[src/rtl/audio_dma_feeder.sv]
// Ring-buffer fetcher for the audio output FIFO: reads packed stereo frames from memory,
// applies a saturating master volume and pushes one frame per sample_wr strobe.
module audio_dma_feeder #(
    parameter int unsigned ADDR_W     = 24,
    parameter int unsigned HIGH_WATER = 3072
) (
    input  logic              clk_sys,
    input  logic              reset_n,
    input  logic              cfg_enable,
    input  logic [ADDR_W-1:0] cfg_base,
    input  logic [15:0]       cfg_len,
    input  logic [15:0]       cpu_wr_ptr,
    input  logic [8:0]        volume,
    output logic [15:0]       rd_ptr,
    output logic              mem_req,
    output logic [ADDR_W-1:0] mem_addr,
    input  logic              mem_ack,
    input  logic              mem_rvalid,
    input  logic [31:0]       mem_rdata,
    output logic              sample_wr,
    output logic [31:0]       sample_data,
    input  logic [11:0]       fifo_level,
    input  logic              fifo_full,
    output logic [15:0]       underrun_cnt
);

    typedef enum logic [2:0] {StIdle, StCheck, StReq, StWait, StScale, StPush} state_e;

    localparam logic [11:0] HighWaterLvl = 12'(HIGH_WATER);

    state_e      state_q, state_d;
    logic [15:0] rd_ptr_q, rd_ptr_d;
    logic [31:0] frame_q, frame_d;
    logic [31:0] sample_q, sample_d;
    logic        abort_q, abort_d;
    logic        starved, starved_q;
    logic [15:0] underrun_q;

    // Signed sample times unsigned 9-bit gain (256 = unity), floor shift by 8, clamp to 16 bits.
    function automatic logic [15:0] scale_ch(input logic [15:0] x, input logic [8:0] vol);
        logic signed [25:0] p;
        logic signed [17:0] s;
        p = $signed(x) * $signed({1'b0, vol});
        s = 18'(p >>> 8);
        if (s > 18'sd32767) begin
            return 16'h7fff;
        end else if (s < -18'sd32768) begin
            return 16'h8000;
        end
        return s[15:0];
    endfunction

    always_comb begin
        state_d   = state_q;
        rd_ptr_d  = rd_ptr_q;
        frame_d   = frame_q;
        sample_d  = sample_q;
        abort_d   = abort_q;
        mem_req   = 1'b0;
        mem_addr  = '0;
        sample_wr = 1'b0;
        unique case (state_q)
            StIdle: begin
                rd_ptr_d = '0;
                abort_d  = 1'b0;
                if (cfg_enable && cfg_len != 16'd0) begin
                    state_d = StCheck;
                end
            end
            StCheck: begin
                if (!cfg_enable || cfg_len == 16'd0) begin
                    rd_ptr_d = '0;
                    state_d  = StIdle;
                end else if (rd_ptr_q != cpu_wr_ptr && !fifo_full &&
                             fifo_level < HighWaterLvl) begin
                    state_d = StReq;
                end
            end
            StReq: begin
                mem_req  = 1'b1;
                mem_addr = cfg_base + ADDR_W'(rd_ptr_q);
                // A disable during the handshake is remembered so the read is dropped later.
                if (!cfg_enable) begin
                    abort_d = 1'b1;
                end
                if (mem_ack) begin
                    state_d = StWait;
                end
            end
            StWait: begin
                if (!cfg_enable) begin
                    abort_d = 1'b1;
                end
                if (mem_rvalid) begin
                    if (abort_q || !cfg_enable) begin
                        rd_ptr_d = '0;
                        abort_d  = 1'b0;
                        state_d  = StIdle;
                    end else begin
                        frame_d = mem_rdata;
                        state_d = StScale;
                    end
                end
            end
            StScale: begin
                sample_d = {scale_ch(frame_q[31:16], volume), scale_ch(frame_q[15:0], volume)};
                state_d  = StPush;
            end
            StPush: begin
                sample_wr = 1'b1;
                rd_ptr_d  = (rd_ptr_q + 16'd1 == cfg_len) ? 16'd0 : rd_ptr_q + 16'd1;
                state_d   = StCheck;
            end
            default: state_d = StIdle;
        endcase
    end

    assign starved = cfg_enable && (state_q == StCheck) && (rd_ptr_q == cpu_wr_ptr) &&
                     (fifo_level == 12'd0);

    always_ff @(posedge clk_sys or negedge reset_n) begin
        if (!reset_n) begin
            state_q    <= StIdle;
            rd_ptr_q   <= '0;
            frame_q    <= '0;
            sample_q   <= '0;
            abort_q    <= 1'b0;
            starved_q  <= 1'b0;
            underrun_q <= '0;
        end else begin
            state_q   <= state_d;
            rd_ptr_q  <= rd_ptr_d;
            frame_q   <= frame_d;
            sample_q  <= sample_d;
            abort_q   <= abort_d;
            starved_q <= starved;
            if (starved && !starved_q && underrun_q != 16'hffff) begin
                underrun_q <= underrun_q + 16'd1;
            end
        end
    end

    assign rd_ptr       = rd_ptr_q;
    assign sample_data  = sample_q;
    assign underrun_cnt = underrun_q;

endmodule
[config.mk]
export PLATFORM = sky130hd
export DESIGN_NAME = audio_dma_feeder
export DESIGN_NICKNAME = d
export VERILOG_FILES = /design/src/rtl/audio_dma_feeder.sv
export SDC_FILE = /design/constraint.sdc
export NUM_CORES = 1
export LEC_CHECK = 0
export CAP_MARGIN = 20
export CORE_AREA = 3 3 174 243
export CTS_BUF_LIST = sky130_fd_sc_hd__clkbuf_16
export DETAILED_ROUTE_END_ITERATION = 6
export DIE_AREA = 0 0 177 246
export SLEW_MARGIN = 30
export SYNTH_ARGS = -nofsm -noshare
export SYNTH_HDL_FRONTEND = slang
export SYNTH_SLANG_ARGS = --single-unit
[constraint.sdc]
create_clock -name clk_sys -period 8.4 [get_ports clk_sys]
set_input_delay 1.68 -clock clk_sys [delete_from_list [all_inputs] [get_ports clk_sys]]
set_output_delay 1.68 -clock clk_sys [all_outputs]
set_load 0.02 [all_outputs]
==> flow_metrics.tcl <==
set metrics [dict create \
    cts_root_buffer "clkbuf_16" \
    criticalPathCategory "input port to register" \
    syn_to_final_growth_pct 18.0 \
    fp.dieW_um 177 \
    vias 12400 \
    post_synth.cell_area_avg_um2 9.07 \
    hold_viol_final 0 \
    rows 87 \
    cpPeakStageDelay_ns 0.65 \
    async_reset_ff_share_pct 100 \
    synth_edf_count 0 \
    syn_area_um2 16000 \
    hpwl_um 34100 \
    top_usage_layer "met2" \
    fillCellCount 3880 \
    yosysUniqueCellTypes 69 \
    start_kind "input port" \
    timing.final.crit_share_pct 90.3 \
    setup_viol 0 \
    cp-end-kind "register" \
    crit_chain "clkdlybuf4s50_1 > buf_4 > nand2_1 > fa_1 > fa_1 > inv_1 > fa_1 > fa_1 > inv_1 > fa_1 > inv_1 > ha_1 > a21o_1 > a21o_1 > a21oi_1 > o21ai_0 > a31oi_1 > o21ai_1 > xnor2_1 > o21ai_1 > nand2_1 > o22a_1" \
    grt_pass1_vias 13400 \
    cts_tree "built" \
    overflow 0 \
    start_util_pct 39.7 \
    cts.htree.levels 3 \
    grt_util_met1_pct 22.3 \
    numCtsBuffers 9 \
    core_area_um2 40400 \
    seqCellArea_um2 2530 \
    layout_min_cycle_time_ns 7.58 \
    grt_pass1_wl_um 67300 \
    post_cts_buffers 0 \
    tightest_slew_ns 0.781 \
    drtAntennaViolNets 0 \
    crit_family "adder cells" \
    postLayoutCellArea_um2 18900 \
    ios 205 \
    gp_routability_congestion 0.863 \
    yosys_warnings 0 \
    hold_class "register to register" \
    crit_slowest_cell "fa_1" \
    cts.sinks 101 \
    yosysMostFrequentCell "inv_1" \
    met3_usage_pct 2.76 \
    outcome "complete, no violations" \
    synth.area.top_cells "fa_1, dfrtp_1, ha_1, inv_1, and2_1" \
    drt-wirelength-per-cell_um 16.6 \
    ys.flop_type "dfrtp_1" \
    grt.met2_usage_pct 35.8 \
    groute.usage.overall_pct 19.4 \
    wl_um 41000 \
    timing.fmax_mhz 132 \
    grt_antenna_before_repair 2 \
    fin_setup_tns_ns 0 \
    grt_setup_unrepaired "false" \
    fin_nets 2412 \
    drv_slew 0 \
    multi_input_area_um2 12000 \
    syn_inst 1768 \
    syn-num-nets 2254 \
    hold_buffers 0 \
    numPortBuffers 204 \
    crit_path_max_fanout 16 \
    skew_ns 0.0174 \
    synthTopCellsByCount "inv_1, fa_1, nand2_1" \
    placed_area_um2 18600 \
    ys_seq_area_share_pct 15.8 \
    synth_top_area_cell "fa_1" \
    synth_top_area_share_pct 30.3 \
    die_h_um 246 \
    vias_per_cell 5.04 \
    crit_required_ns 8.72 \
    worstPathArrival_ns 7.91 \
    ctsResizeCount 0 \
    slew_headroom_pct 47.4 \
    drc 0 \
    clk_path_buf_depth 2 \
    dieArea_um2 43500 \
    initialDrtViolationCount 522 \
    drive_gt1_share_pct 4.66 \
    maxCapViolCount 0 \
    synth-seq-cells 101 \
    cp_common_cell "fa_1" \
    drt_pre_antenna_iters 5 \
    clkLatencyLatePin_ns 0.39 \
    cts.clk_slew.worst_paths_ns 0.08 \
    cp_num_buf_inv 5 \
    grt_max_degree 56 \
]
flip-flops by register name, summed over array words and instances (netlist names):
signal        cells
underrun_cnt     16
state_q           3
abort_q           1
sample_data      32
frame_q          32
rd_ptr           16
starved_q         1
final cells by class:
cell class	count	area share, %
antenna	1	0.0132
clock inverter	7	0.397
multi-input combinational	1261	63.3
sequential	101	13.4
tap	534	3.53
clock buffer	9	1.19
inverter	328	6.50
timing repair buffer	225	11.7
routing by layer:
metal | vias up | share of wire [%] | wire length [um]
met1 | 6158 | 40 | 16300
met2 | 328 | 52 | 21200
met5 | - | 0.027 | 11
met4 | 2 | 3.3 | 1350
met3 | 70 | 5.3 | 2170
li1 | 5869 | - | -
kinds of logic (layout without fill, tap and decap cells):
group,Yosys count,count (layout),share of synthesized area [%]
compound gates,209,209,9.20
xor+xnor,120,120,6.55
fa+ha+maj,371,371,40.3
buf+inv,406,569,9.61
flops,101,101,15.8
mux,36,36,2.51
other cells,0,1,0
simple gates,525,525,16.1
metrics by stage:
step	worst slack [ns]	hold WS (ns)	util [%]	cells
after detailed placement	0.441	0.474	46.1	2449
after global routing	0.414	0.512	46.9	2465
after global placement	0.565	0.466	46.1	2449
after floorplan	1.22	0.451	-	1768
after CTS	0.840	0.490	46.9	2465
final	0.818	0.489	46.9	2466
final timing paths:
kind,from,to,slack (ns),cells past startpoint
max,volume[1],sample_data[23],0.82,22
min,underrun_cnt[9],underrun_cnt[9],0.49,1
max reg2reg,frame_q[15],sample_data[3],2.19,21
min reg2reg,underrun_cnt[9],underrun_cnt[9],0.49,1
max in group asynchronous,reset_n,sample_data[4],5.89,2
min in group asynchronous,reset_n,underrun_cnt[15],1.30,1
placed cells by master, fill, tap and decap left out, types with 7 or more instances in the layout:
cell / n
nand4_1: 18
xor2_1: 50
ha_1: 128
clkbuf_16: 9
o21bai_1: 7
nand2_1: 206
a31oi_1: 8
nor2b_1: 17
nor4_1: 14
nor2_1: 73
a21oi_1: 45
nor3_1: 11
fa_1: 243
dfrtp_1: 101
clkdlybuf4s50_1: 203
o21ai_1: 31
and2_1: 135
mux2_2: 33
buf_4: 20
xnor2_1: 70
nand3_1: 18
a21o_1: 17
inv_1: 326
o21ai_0: 16
a221o_1: 15
nand2b_1: 7
o22a_1: 16
worst reg2reg max path, delay by kind of cell (launching register included):
kind / cells / cell delay, ns
adders and majority gates: 6 / 2.99
buffers and inverters: 4 / 0.29
DFF: 1 / 0.52
and+or+nand+nor: 4 / 0.68
AOI/OAI and AO/OA: 7 / 1.61
Power is left out: the tool's default activity adds up to more than one toggle a clock period on the data nets, which glitch-free logic cannot reach.
